<file path="config.mk">
export PLATFORM = sky130hd
export DESIGN_NAME = cic_decim_ctrl_flat
export DESIGN_NICKNAME = d
export VERILOG_FILES = /design/src/rtl/cic_decim_ctrl_if.sv /design/src/rtl/cic_decim_ctrl.sv /design/src/flat_wrapper.sv
export SDC_FILE = /design/constraint.sdc
export NUM_CORES = 1
export LEC_CHECK = 0
export ABC_AREA = 1
export BUFFER_PORTS_ARGS = -buffer_cell sky130_fd_sc_hd__buf_4
export CAP_MARGIN = 30
export CORE_AREA = 2 2 39 41
export CTS_CLUSTER_DIAMETER = 120
export DETAILED_ROUTE_END_ITERATION = 6
export DIE_AREA = 0 0 41 43
export MAX_ROUTING_LAYER = met4
export PLACE_DENSITY = 0.47
export SYNTH_ARGS = -nofsm -noshare
export SYNTH_HDL_FRONTEND = slang
export SYNTH_SLANG_ARGS = --single-unit
</file>
<file path="constraint.sdc">
create_clock -name CLOCK -period 1.55 [get_ports CLOCK]
set_clock_uncertainty 0.15 [all_clocks]
set_input_delay 0.155 -clock CLOCK [delete_from_list [all_inputs] [get_ports CLOCK]]
set_output_delay 0.155 -clock CLOCK [all_outputs]
set_load 0.01 [all_outputs]
</file>
<file path="src/rtl/cic_decim_ctrl_if.sv">
// Handshake and strobe bundle between the CIC decimation
// controller and its datapath / upstream / downstream neighbours.
//  master: drives Data_RDY, out_ack, clr_overrun; observes the rest
//  slave : the controller; drives strobes, sample_rdy, dec_count, overrun
interface cic_decim_ctrl_if #(
  parameter int CNT_W = 3
);
  logic             Data_RDY;
  logic             out_ack;
  logic             clr_overrun;
  logic             load_in;
  logic             pulse_integ;
  logic             pulse_comb;
  logic             load_result;
  logic             sample_rdy;
  logic [CNT_W-1:0] dec_count;
  logic             overrun;

  modport master (
    output Data_RDY, out_ack, clr_overrun,
    input  load_in, pulse_integ, pulse_comb,
    input  load_result, sample_rdy,
    input  dec_count, overrun
  );

  modport slave (
    input  Data_RDY, out_ack, clr_overrun,
    output load_in, pulse_integ, pulse_comb,
    output load_result, sample_rdy,
    output dec_count, overrun
  );
endinterface

</file>
<file path="src/rtl/cic_decim_ctrl.sv">
// Control FSM for the CIC decimation path: integrator strobe per input,
// comb/result strobes every DEC_RATE-th input, then a valid/ack output.
//  CLOCK, RESET (sync, active high)
//  bus (slave): Data_RDY, out_ack, clr_overrun in;
//               load_in, pulse_integ, pulse_comb, load_result,
//               sample_rdy, dec_count, overrun out
module cic_decim_ctrl #(
  parameter int DEC_RATE = 8,
  parameter int CNT_W    = 3
) (
  input  logic                CLOCK,
  input  logic                RESET,
  cic_decim_ctrl_if.slave     bus
);

  localparam logic [2:0] IDLE         = 3'd0;
  localparam logic [2:0] LOAD_IN      = 3'd1;
  localparam logic [2:0] INTEG_SETTLE = 3'd2;
  localparam logic [2:0] COMB1        = 3'd3;
  localparam logic [2:0] COMB2        = 3'd4;
  localparam logic [2:0] SEND         = 3'd5;

  localparam logic [CNT_W-1:0] LAST = CNT_W'(DEC_RATE - 1);
  localparam logic [CNT_W-1:0] ONE  = CNT_W'(1);

  logic [2:0]       state;
  logic [2:0]       state_nxt;
  logic [CNT_W-1:0] cnt;
  logic             ovr;
  logic             drop;
  logic             cnt_last;

  // Samples arriving outside IDLE are lost, including in
  // illegal encodings that are on their way back to IDLE.
  assign drop     = bus.Data_RDY && (state != IDLE);
  assign cnt_last = (cnt == LAST);

  always_comb begin
    state_nxt = IDLE;
    case (state)
      IDLE:         state_nxt = bus.Data_RDY ? LOAD_IN : IDLE;
      LOAD_IN:      state_nxt = INTEG_SETTLE;
      INTEG_SETTLE: state_nxt = cnt_last ? COMB1 : IDLE;
      COMB1:        state_nxt = COMB2;
      COMB2:        state_nxt = SEND;
      SEND:         state_nxt = bus.out_ack ? IDLE : SEND;
      default:      state_nxt = IDLE;
    endcase
  end

  always_ff @(posedge CLOCK) begin
    if (RESET) begin
      state <= IDLE;
      cnt   <= '0;
      ovr   <= 1'b0;
    end else begin
      state <= state_nxt;
      if (state == INTEG_SETTLE)
        cnt <= cnt_last ? '0 : cnt + ONE;
      // A drop in the same cycle as a clear keeps the flag set.
      if (drop)
        ovr <= 1'b1;
      else if (bus.clr_overrun)
        ovr <= 1'b0;
    end
  end

  always_comb begin
    bus.load_in     = 1'b0;
    bus.pulse_integ = 1'b0;
    bus.pulse_comb  = 1'b0;
    bus.load_result = 1'b0;
    bus.sample_rdy  = 1'b0;
    case (state)
      LOAD_IN: begin
        bus.load_in     = 1'b1;
        bus.pulse_integ = 1'b1;
      end
      COMB1: begin
        bus.pulse_comb  = 1'b1;
        bus.load_result = 1'b1;
      end
      SEND:    bus.sample_rdy = 1'b1;
      default: ;
    endcase
  end

  assign bus.dec_count = cnt;
  assign bus.overrun   = ovr;

endmodule

</file>
<file path="src/flat_wrapper.sv">
// flat-port wrapper written by rule: the top's interface ports become plain ports
module cic_decim_ctrl_flat 
#(
  parameter int DEC_RATE = 8,
  parameter int CNT_W    = 3
)
  (CLOCK, RESET, bus_Data_RDY, bus_out_ack, bus_clr_overrun, bus_load_in, bus_pulse_integ, bus_pulse_comb, bus_load_result, bus_sample_rdy, bus_dec_count, bus_overrun);
  cic_decim_ctrl_if #(.CNT_W(CNT_W)) bus_i ();
  input  logic CLOCK;
  input  logic RESET;
  input wire logic [$bits(bus_i.Data_RDY)-1:0] bus_Data_RDY;
  input wire logic [$bits(bus_i.out_ack)-1:0] bus_out_ack;
  input wire logic [$bits(bus_i.clr_overrun)-1:0] bus_clr_overrun;
  output wire logic [$bits(bus_i.load_in)-1:0] bus_load_in;
  output wire logic [$bits(bus_i.pulse_integ)-1:0] bus_pulse_integ;
  output wire logic [$bits(bus_i.pulse_comb)-1:0] bus_pulse_comb;
  output wire logic [$bits(bus_i.load_result)-1:0] bus_load_result;
  output wire logic [$bits(bus_i.sample_rdy)-1:0] bus_sample_rdy;
  output wire logic [$bits(bus_i.dec_count)-1:0] bus_dec_count;
  output wire logic [$bits(bus_i.overrun)-1:0] bus_overrun;
  assign bus_i.Data_RDY = bus_Data_RDY;
  assign bus_i.out_ack = bus_out_ack;
  assign bus_i.clr_overrun = bus_clr_overrun;
  assign bus_load_in = bus_i.load_in;
  assign bus_pulse_integ = bus_i.pulse_integ;
  assign bus_pulse_comb = bus_i.pulse_comb;
  assign bus_load_result = bus_i.load_result;
  assign bus_sample_rdy = bus_i.sample_rdy;
  assign bus_dec_count = bus_i.dec_count;
  assign bus_overrun = bus_i.overrun;
  cic_decim_ctrl #(.DEC_RATE(DEC_RATE), .CNT_W(CNT_W)) u_core (.CLOCK(CLOCK), .RESET(RESET), .bus(bus_i));
endmodule
</file>
Word-level counts from Yosys, hierarchy flattened --
Cells that the tools add are included.
Word-level totals: flip-flop bits (word level) 7, latch bits 0, memory bits (writable) 0, ROM bits 0, input bits 5, output and inout bits 9, word-level logic and storage cells 24, memories 0
Operators by class: add/sub/neg operators 1, $mul 0, divide/modulo/power cells 0, order comparisons 0, eq/ne operators 6, shift-type cells 0, multiplexer cells 10, bitwise logic cells 0, reduce and logical (&&, ||, !) cells 4
Operators with widths (count):
- 3-bit one-hot mux with 6 select lines | 1
- 3-bit == test, second input constant | 3
- 3-bit by 2-bit == test with 1-bit output, second input constant | 2
- 1-bit two-way mux | 6
- 3-bit two-way mux | 2
- 3-bit by 1-bit adder with 3-bit output, second input constant | 1
- 3-bit by 1-bit == test with 1-bit output, second input constant | 1
- 3-bit zero test | 1
- 3-bit nonzero test | 1
- 2-bit two-way mux | 1
- 2-bit nonzero test | 1
- 1-bit logical AND | 1

Logic depth before layout (Yosys ltp) --
Gate-level depths: netlist of run 1.
depth in word-level cells 3, depth in mapped cells 6, gate-level depth less buffers 6

Worst setup path before layout of run 1 --
OpenSTA, ideal clock, no wires.
path kind register to register, start register u_core.cnt[0] (netlist: u_core.bus.dec_count[0]), end register u_core.state[0], setup time 0.109 ns, arrival time 0.967 ns, required time 1.291 ns, setup slack 0.324 ns, cell stages (with the launch flop) 7, buffers on the path 0, clock period less this slack 1.226 ns, cell sequence dfxtp_1 ha_1 ha_1 nand4_1 nand3_1 nand2_1 inv_1
On the way: word-level cells in the longest chain between the ends 3
RTL lines:
- start: declaration | RTL line cic_decim_ctrl.sv:28 | logic [CNT_W-1:0] cnt;
- start signal: assignment | RTL line cic_decim_ctrl.sv:59 | cnt <= cnt_last ? '0 : cnt + ONE;
- 3-bit == test | RTL line cic_decim_ctrl.sv:36 | assign cnt_last = (cnt == LAST);
- 2-bit two-way mux | RTL line cic_decim_ctrl.sv:43 | INTEG_SETTLE: state_nxt = cnt_last ? COMB1 : IDLE;
- 3-bit one-hot mux with 6 select lines | RTL line cic_decim_ctrl.sv:40 | case (state)
- end signal: assignment | RTL line cic_decim_ctrl.sv:57 | state <= state_nxt;
- end: declaration | RTL line cic_decim_ctrl.sv:26 | logic [2:0] state;
No other way between the ends. A chain may end at the register's enable or synchronous reset.

Worst setup path after layout of run 1 --
start register u_core.state[1], end output bus_load_in
On the way: word-level cells in the longest chain between the ends 2
RTL lines:
- 3-bit by 1-bit == test with 1-bit output | RTL line cic_decim_ctrl.sv:74 | case (state)
- 1-bit two-way mux | RTL line cic_decim_ctrl.sv:74
- end: declaration | RTL line flat_wrapper.sv:14 | output wire logic [$bits(bus_i.load_in)-1:0] bus_load_in;
No other way between the ends.

==> metrics.csv, run 1 <==
stage,metric,value,unit
layout,fill_cells,149,
worst_setup_path,reg2reg_depth,6,
power,leakage,0.2574,nW
min_path,hp-class,in -> reg,
floorplan,fp.dieW,41,um
route,wl_per_cell,9.200,um
placement,dpl-instance-area,439.2,um2
worst_setup_path,slowest_delay,370,ps
timing,rsz0062_at_grt,false,
synth,netlist_area,336.6,um2
timing,slew_headroom,84.56,%
layout,syn2layout_area_growth,44.98,%
layout,drive_gt1_share,31.25,%
synth,yosys.area_share.simple,28.62,%
worst_setup_path,path_max_fanout,6,
timing,fmax,738.5,MHz
timing,finalCritPeriodShare,87.36,%
layout,finish.instance_area,488.0,um2
worst_setup_path,rrSetupSlack,280,ps
synth,yosysWarningCount,0,
global_routing,grt_max_degree,8,
cts,cts_setup_buffers,0,
synth,synth_top_family_by_area,simple AND/OR/NAND/NOR gates,
power,switching_share,25.49,%
cts,clock_sinks,7,
synth,synthMuxAreaShare,0,%
synth,synth_compound_area_share,8.922,%
floorplan,start_util,24.32,%
cts,ctsLongestPathBuffers,2,
timing,period_needed,1354,ps
worst_setup_path,end_kind,primary output,
power,clockPowerShare,40.7,%
timing,hold_viol_final,0,
placement,place.gp.congestion,0.6473,
global_routing,grt_pass1_vias,314,
route,routed_via_density,4.263,
placement,port_buffers,13,
floorplan,core.rowCount,14,
synth,synthTopCellsByArea,"dfxtp_1 (42%), nand2_1 (14%), a21oi_1 (8.9%)",
synth,synth_fa_ha_area_share,7.435,%
worst_setup_path,timing.rr.start,u_core.bus.dec_count[0]$_SDFFE_PP0P_,
worst_setup_path,worstPathArrival,1050,ps
floorplan,dieArea,1763,um2
global_routing,grt_pass1_wl,1.297,mm
worst_setup_path,r2r-end,u_core.state[0]$_SDFF_PP0_,
synth,synth_cell_types,12,
synth,yosys.area_share.xor_xnor,0,%
timing,whs,18.38,ps
synth,ys_ff_latch,7,
min_path,holdPathEnd,u_core.bus.overrun$_SDFFE_PP0P_,
route,wl,736,um
route,num_vias,341,
synth,synth.top_cell.area_share,41.64,%
placement,place_hpwl,525,um
worst_setup_path,cp.required,1240,ps
min_path,hold_path_depth,3,
outcome,outcome,completed,
power,power.density,865.4,nW/um2
synth,syn_avg_cell_area,7.161,um2
floorplan,core_area,1384,um2
cts,path_clk_slew,60,ps
worst_setup_path,worstSetupPathType,reg -> out,
timing,fin_ws,196.0,ps
layout,nets,72,
power,switching_power,107.6,uW
timing,final_max_slew_viol_count,0,
layout,n_antenna_cell,0,
floorplan,die_height,43,um
floorplan,ios,14,
synth,seq_area_frac_synth,41.64,%
route,drtIter0Drc,7,
cts,ctsRootBufferMaster,clkbuf_4,
layout,multi_input_area,153.9,um2
cts,h-tree-depth,1,
flow_run,max_cap_violations,0,
layout,ff_latch_area,140.1,um2
global_routing,grt.overflow.total,0,
min_path,min_from,bus_Data_RDY,
synth,syn-num-nets,54,
worst_setup_path,crit_chain,nor2_2 > nand2_1 > inv_1 > buf_4,
cts,numCtsBuffers,3,
route,ant_nets,0,
timing,setup-violations-final,0,
cts,cts_tree,done,
power,pwr-share-seq,45.9,%
power,comb_power_share,13.4,%
global_routing,grt_usage,11.63,%
placement,preCtsSetupSlack,285.1,ps
synth,synthCells,47,
power,irDropWorstVdd,0.2749,mV
timing,tns,0,ps
cts,clk_latency,250,ps
route,drc,0,
timing,worst_pin_slew,231.3,ps
synth,yosys.area.top_type,dfxtp_1,
route,first_pass_iters,4,
worst_setup_path,cp-start-kind,flip-flop,
global_routing,grt_antenna_before_repair,0,
power,power.internal,314.6,uW
worst_setup_path,crit_slowest_cell,dfxtp_1,
==> kinds of logic (layout without fill, tap and decap cells) <==
kind of cell	after synthesis	after routing
DFF	7	7
and+or+nand+nor	22	22
adders and majority gates	2	2
AOI/OAI and AO/OA	6	6
buffers and inverters	10	27
==> critical path: cells and delay by family (launching register included) <==
family / cells / cell delay [ps]
buffers and inverters: 2 / 180
DFF: 1 / 370
and+or+nand+nor: 2 / 240
==> metrics by stage <==
| step | power, mW | std cells | utilization (%) |
|---|---|---|---|
| 2_1_floorplan | 0.2262 | 47 | - |
| 3_3_place_gp | 0.2508 | 74 | 31.74 |
| 3_5_place_dp | 0.2505 | 74 | 31.74 |
| 4_1_cts | 0.4304 | 80 | 35.08 |
| 5_1_grt | 0.4545 | 80 | 35.26 |
| 6_report | 0.4223 | 80 | 35.26 |
==> synthesized netlist by cell type <==
cell     count
a21oi_1      6
dfxtp_1      7
nor3_1       1
nor2_1       3
inv_1        6
nand4_1      1
nand3_2      1
inv_2        2
nand2_1     13
ha_1         2
buf_4        2
nand3_1      3
==> how the worst max path moves through the flow <==
| stage | startpoint | to | cells past startpoint |
|---|---|---|---|
| CTS | u_core.state[1]$_SDFF_PP0_ | bus_load_in | 4 |
| global route | u_core.state[1]$_SDFF_PP0_ | bus_pulse_integ | 4 |
| detailed placement | u_core.bus.dec_count[0]$_SDFFE_PP0P_ | u_core.state[0]$_SDFF_PP0_ | 6 |
| floorplan | u_core.bus.dec_count[0]$_SDFFE_PP0P_ | u_core.state[0]$_SDFF_PP0_ | 6 |
| finish | u_core.state[1]$_SDFF_PP0_ | bus_load_in | 4 |
| global placement | u_core.bus.dec_count[0]$_SDFFE_PP0P_ | u_core.state[0]$_SDFF_PP0_ | 6 |
==> flip-flops by register name (all words and copies together), names as in the netlist <==
signal,cells
u_core.bus.dec_count,3
u_core.bus.overrun,1
u_core.state,3
==> power groups by stage <==
| stage | clock network, mW | registers (mW) | logic (mW) |
|---|---|---|---|
| final | 0.172 | 0.194 | 0.0567 |
| after detailed placement | 0 | 0.198 | 0.0529 |
| after CTS | 0.180 | 0.194 | 0.0572 |
| after global routing | 0.195 | 0.195 | 0.0648 |
| after global placement | 0 | 0.198 | 0.0529 |
| after floorplan | 0 | 0.198 | 0.0282 |
==> layout make-up <==
class / instances / area share, %
Tap cell: 16 / 4.103
Sequential cell: 7 / 28.72
Clock buffer: 4 / 5.385
Timing Repair Buffer: 15 / 24.10
Multi-Input combinational cell: 30 / 31.54
Inverter: 8 / 6.154
==> metal layers <==
layer	wire length [um]	part of all wire [%]	track usage [%]
met5	0	0	-
met4	14	1.9	10.00
met3	42	5.7	4.712
met2	378	51	15.63
met1	300	41	12.54
==> layout by cell type, fill, tap and decap left out <==
cell           netlist  layout
nor2_1               3       2
clkbuf_1             0       1
inv_2                2       2
dlygate4sd3_1        0       2
nand3_1              3       3
buf_4                2      13
nor2_2               0       1
nor3_1               1       1
dfxtp_1              7       7
a21oi_1              6       6
nand3_2              1       1
nand2_1             13      13
clkbuf_4             0       3
inv_1                6       6
nand4_1              1       1
ha_1                 2       2
==> repair_timing <==
action                                  in CTS  in global routing
hold buffers                                 2                  0
resized for setup                            0                  1
hold endpoints to repair                     6                  0
endpoints found under the setup margin       0                  2
(Power assumes the default switching activity.)
==> inputs of run 2 (changes only) <==
- PLACE_DENSITY: 0.47 -> 0.51
==> run 2 against run 1 <==
  * Sequential cell count stayed put
  * Cell area down 0.51%
  * Clock-buffer cell count stayed put
  * Worst hold slack better by 7.5 ps
  * Die area did not move
  * Register-to-register slack is essentially flat
  * Total power is 1.8% lower
  * Sequential share of layout area up 0.15 points
  * Critical path depth unchanged
==> metrics.csv, run 2 (synthesis gave the netlist of run 1 again) <==
stage,metric,value,unit,change
outcome,outcome,completed,,
timing,worst_pin_slew,205.9,ps,-25.41 ps
cts,clk_latency,250,ps,about the same
layout,multi_input_area,151.4,um2,-1.6%
power,pwr-share-seq,46.8,%,+0.9 points
route,wl_per_cell,8.763,um,-4.8%
worst_setup_path,worstPathArrival,1080,ps,+30 ps
layout,final_cell_mix,"nand2_1 (13), buf_4 (13), dfxtp_1 (7)",,
flow_run,max_cap_violations,0,,unchanged
route,drc,0,,unchanged
layout,nets,72,,unchanged
power,comb_power_share,13.4,%,about the same
cts,h-tree-depth,1,,unchanged
layout,syn2layout_area_growth,44.24,%,
floorplan,start_util,24.32,%,unchanged
layout,fill_cells,151,,+1.3%
power,clockPowerShare,39.8,%,-0.9 points
placement,place.gp.congestion,0.6675,,+3.1%
route,routed_via_density,4.263,,unchanged
global_routing,grt_pass1_vias,305,,-2.9%
global_routing,grt_max_degree,8,,unchanged
timing,rsz0062_at_grt,false,,
worst_setup_path,crit_chain,nor2_1 > nand2_1 > inv_1 > buf_4,,
global_routing,grt_usage,10.34,%,-1.3 points
global_routing,grt_pass1_wl,1.124,mm,-13%
cts,cts_setup_buffers,0,,unchanged
power,switching_power,100.5,uW,-6.6%
floorplan,fp.dieW,41,um,unchanged
floorplan,dieArea,1763,um2,unchanged
min_path,hp-class,in -> reg,,
worst_setup_path,end_kind,primary output,,
power,leakage,0.2566,nW,-0.32%
route,num_vias,341,,unchanged
timing,tns,0,ps,unchanged
global_routing,grt.overflow.total,0,,unchanged
layout,n_antenna_cell,0,,unchanged
power,switching_share,24.25,%,-1.2 points
cts,ctsResizeCount,0,,unchanged
floorplan,core_area,1384,um2,unchanged
route,wl,701,um,-4.8%
cts,clock_sinks,7,,unchanged
cts,ctsRootBufferMaster,clkbuf_4,,
floorplan,ios,14,,unchanged
cts,cts_hold_buf,2,,unchanged
worst_setup_path,crit_slowest_cell,dfxtp_1,,
layout,ff_latch_area,140.1,um2,unchanged
worst_setup_path,slowest_delay,360,ps,about the same
timing,slew_headroom,86.26,%,+1.7 points
global_routing,grt_antenna_before_repair,0,,unchanged
route,drtIter0Drc,4,,-3
timing,setup-violations-final,0,,unchanged
placement,port_buffers,13,,unchanged
timing,finalCritPeriodShare,89.55,%,+2.2 points
route,first_pass_iters,3,,-1
worst_setup_path,path_max_fanout,6,,unchanged
power,irDropWorstVdd,0.2397,mV,-13%
worst_setup_path,worstSetupPathType,reg -> out,,
worst_setup_path,cp.required,1240,ps,about the same
cts,path_clk_slew,50,ps,about the same
floorplan,die_height,43,um,unchanged
power,power.internal,314.1,uW,-0.19%
timing,final_max_slew_viol_count,0,,unchanged
cts,cts_tree,done,,
route,ant_nets,0,,unchanged
layout,drive_gt1_share,29.69,%,-1.6 points
cts,numCtsBuffers,3,,unchanged
timing,period_needed,1388,ps,+34.03 ps
cts,ctsLongestPathBuffers,2,,unchanged
power,power,414.6,uW,-1.8%
timing,fmax,720.4,MHz,-2.5%
timing,hold_viol_final,0,,unchanged
worst_setup_path,cp-start-kind,flip-flop,,
power,power.density,854.0,nW/um2,-1.3%
floorplan,core.rowCount,14,,unchanged
[run 2: metal layers]
metal / part of all wire, % / global-route usage, % / routed length, um / vias up
met3: 7.8 / 3.141 / 55 / 2
met4: 2.0 / 10.00 / 14 / 0
met5: 0 / - / 0 / -
met2: 47 / 14.69 / 329 / 9
met1: 43 / 10.46 / 302 / 147
li1: - / - / - / 183
[run 2: metrics by stage]
step	setup WS [ps]	area [um2]	hold WS [ps]	utilization (%)	instances
2_1_floorplan	323.8	336.6	74.07	-	47
3_3_place_gp	309.5	439.2	239.5	31.74	74
3_5_place_dp	292.7	439.2	239.6	31.74	74
4_1_cts	133.8	485.5	24.44	35.08	80
5_1_grt	69.52	485.5	28.41	35.08	80
6_report	161.9	485.5	25.86	35.08	80
[run 2: area by class of cell]
class	count	share of cell area (%)
repair buffers	15	24.23
flip-flops and latches	7	28.87
clock buffers	4	5.412
multi-input cells	30	31.19
inverters	8	6.186
well taps	16	4.124
[run 2: worst max-delay path: cells and delay by family, from the launching register on]
| kind | cells | cell delay, ps |
|---|---|---|
| buffers and inverters | 2 | 200 |
| DFF | 1 | 360 |
| and+or+nand+nor | 2 | 280 |
[run 2: power groups by stage]
stage / Sequential (mW) / Clock, mW / Combinational (mW)
floorplan: 0.198 / 0 / 0.0282
CTS: 0.194 / 0.175 / 0.0567
detailed placement: 0.198 / 0 / 0.0526
finish: 0.194 / 0.165 / 0.0556
global placement: 0.198 / 0 / 0.0527
global route: 0.195 / 0.185 / 0.0637
[run 2: path summary, 6_finish.rpt]
path / start / endpoint / slack (ps) / depth (start not counted)
worst min register to register: u_core.bus.overrun$_SDFFE_PP0P_ / u_core.bus.overrun$_SDFFE_PP0P_ / 310 / 2
worst max-delay path: u_core.state[1]$_SDFF_PP0_ / bus_pulse_integ / 160 / 4
worst max register to register: u_core.bus.dec_count[0]$_SDFFE_PP0P_ / u_core.state[0]$_SDFF_PP0_ / 280 / 6
worst min-delay path: bus_Data_RDY / u_core.bus.overrun$_SDFFE_PP0P_ / 30 / 3
==> inputs of run 3 (changes only) <==
--- a/config.mk
+++ b/config.mk
@@ -15,3 +15,3 @@
 export MAX_ROUTING_LAYER = met4
-export PLACE_DENSITY = 0.51
+export PLACE_DENSITY = 0.52
 export SYNTH_ARGS = -nofsm -noshare
==> constraint.sdc (replaced) <==
create_clock -name CLOCK -period 1.2 [get_ports CLOCK]
set_clock_uncertainty 0.15 [all_clocks]
set_input_delay 0.12 -clock CLOCK [delete_from_list [all_inputs] [get_ports CLOCK]]
set_output_delay 0.12 -clock CLOCK [all_outputs]
set_load 0.1 [all_outputs]
==> run 3 against run 2 <==
  * Total power rose by 59%
  * Clock-buffer cell count did not move
  * Core utilization rose by 16 points
  * Non-clock buffer count rose by 6
  * Global-route usage rose by 2.2 points
  * Worst hold slack improved by 4.8 ps
  * The flow now finishes with violations (setup timing)
==> metrics.csv, run 3 (synthesis gave the netlist of run 1 again) <==
stage,metric,value,unit,change
outcome,outcome,"complete, but fails checks",,
outcome,violations,setup timing,,
worst_setup_path,crit_family,flip-flops,,
route,ant_nets,0,,unchanged
timing,worst_pin_slew,279.4,ps,+73.48 ps
placement,place.gp.congestion,0.6810,,+2.0%
placement,dp_cells,76,,+2.7%
worst_setup_path,end_kind,primary output,,
layout,post-route-util,51.09,%,+16 points
floorplan,ios,14,,unchanged
timing,tns,-837.7,ps,-837.7 ps
floorplan,core_area,1384,um2,unchanged
layout,syn2layout_area_growth,110.0,%,
worst_setup_path,crit_chain,nor2_4 > nand2_2 > clkinvlp_4 > buf_12,,
cts,path_clk_slew,50,ps,about the same
power,power.density,931.6,nW/um2,+9.1%
global_routing,grt_use_met1,12.50,%,+2.0 points
flow_run,max_cap_violations,0,,unchanged
placement,port_buffers,13,,unchanged
worst_setup_path,worstPathArrival,1100,ps,+20 ps
layout,nets,78,,+8.3%
floorplan,dieArea,1763,um2,unchanged
cts,ctsLongestPathBuffers,2,,unchanged
global_routing,grt_max_degree,8,,unchanged
timing,period_needed,1374,ps,
worst_setup_path,r2r-end,u_core.state[0]$_SDFF_PP0_,,
global_routing,grt_antenna_before_repair,0,,unchanged
layout,n_antenna_cell,0,,unchanged
cts,ctsRootBufferMaster,clkbuf_4,,
min_path,hp-class,in -> reg,,
layout,finish.instance_area,706.9,um2,+46%
global_routing,top_usage_layer,met2,,
timing,hold_viol_final,0,,unchanged
timing,setup-violations-final,5,,+5
layout,layoutNonFillerInstCount,86,,+7.5%
worst_setup_path,rrSetupSlack,20,ps,-260 ps
route,first_pass_iters,2,,-1
route,wl_per_cell,10.21,um,+17%
worst_setup_path,slowest_delay,370,ps,about the same
worst_setup_path,timing.rr.start,u_core.bus.dec_count[1]$_SDFFE_PP0P_,,
global_routing,use_met2,18.44,%,+3.8 points
worst_setup_path,worst-path-buf-inv,2,,unchanged
placement,place_hpwl,620.7,um,
worst_setup_path,cp-start-kind,flip-flop,,
route,drc,0,,unchanged
power,irDropWorstVdd,0.4910,mV,+100%
global_routing,grt.overflow.total,0,,unchanged
cts,clk_latency,250,ps,about the same
global_routing,grt_pass1_vias,351,,+15%
timing,rsz0062_at_grt,true,,
route,drtIter0Drc,10,,+6
global_routing,grt_usage,12.54,%,+2.2 points
timing,fin_ws,-174.2,ps,-336.1 ps
worst_setup_path,cp.required,930,ps,-310 ps
power,leakage,0.2905,nW,+13%
global_routing,met3_usage,3.141,%,unchanged
floorplan,fp.dieW,41,um,unchanged
layout,final_cell_mix,"nand2_1 (12), buf_4 (12), buf_12 (6), dfxtp_4 (6), a21oi_1 (5)",,
worst_setup_path,endpoint,bus_load_in,,
worst_setup_path,crit_slowest_cell,dfxtp_4,,
worst_setup_path,path_max_fanout,5,,-1
cts,clock_sinks,7,,unchanged
cts,h-tree-depth,1,,unchanged
timing,final_max_slew_viol_count,0,,unchanged
route,num_vias,375,,+10%
route,wl,878,um,+25%
floorplan,core.rowCount,14,,unchanged
timing,fmax,727.7,MHz,
route,routed_via_density,4.360,,+2.3%
worst_setup_path,crit_cells,4,,unchanged
global_routing,grt_pass1_wl,1.373,mm,+22%
floorplan,start_util,24.32,%,unchanged
cts,numCtsBuffers,3,,unchanged
layout,drive_gt1_share,58.57,%,+29 points
timing,slew_headroom,81.53,%,-4.7 points
cts,cts_tree,done,,
floorplan,die_height,43,um,unchanged
placement,dpl-instance-area,535.5,um2,+22%
worst_setup_path,worstSetupPathType,reg -> out,,
worst_setup_path,crit_path_start,u_core.state[1]$_SDFF_PP0_,,
worst_setup_path,reg2reg_depth,6,,unchanged
timing,finalCritPeriodShare,114.5,%,
run 3: final cells by class:
| cell class | count | area [um2] |
|---|---|---|
| clock buffers | 4 | 26.28 |
| fillers | 129 | 676.9 |
| inverters | 8 | 42.54 |
| multi-input cells | 30 | 214.0 |
| flip-flops and latches | 7 | 163.9 |
| well taps | 16 | 20.02 |
| repair buffers | 21 | 240.2 |
run 3: what timing repair did:
action | CTS | global route
endpoints found under the setup margin | 6 | 11
buffers inserted | 0 | 3
hold buffers | 3 | 0
endpoints found under the hold margin | 7 | 0
pin swaps | 0 | 4
resized for setup | 19 | 4
run 3: how the worst min path moves through the flow:
stage                start                                    to  cells after the start
6_report       bus_out_ack            u_core.state[2]$_SDFF_PP0_                      4
5_1_grt        bus_out_ack            u_core.state[2]$_SDFF_PP0_                      4
4_1_cts        bus_out_ack            u_core.state[2]$_SDFF_PP0_                      4
3_5_place_dp         RESET  u_core.bus.dec_count[2]$_SDFFE_PP0P_                      2
3_3_place_gp         RESET  u_core.bus.dec_count[1]$_SDFFE_PP0P_                      2
2_1_floorplan        RESET  u_core.bus.dec_count[0]$_SDFFE_PP0P_                      1
run 3: through the flow:
step	power, mW	hold slack, ps	setup slack (ps)
after floorplan	0.3766	29.36	-362.6
after global placement	0.4055	193.4	-31.34
after detailed placement	0.4059	185.6	-6.761
after CTS	0.6566	4.803	-188.1
after global routing	0.6893	49.00	-213.0
final	0.6586	30.69	-174.2
run 3: routing by layer:
layer  wire length (um)  vias to the layer above
met5                  0                        -
met4                  9                        0
met3                 61                        2
met2                450                       12
met1                356                      167
li1                   -                      194
run 3: worst register-to-register path, cell delays in order (launching register included):
cell and delay (ps):
dfxtp_4 350, ha_4 160, ha_4 150, nand4_1 90, nand3_1 90, nand2_1 60
inv_1 30
run 3: report_power, final:
group          switching (mW)  internal [mW]
sequential             0.0122          0.234
clock                  0.0837          0.127
combinational           0.124         0.0780
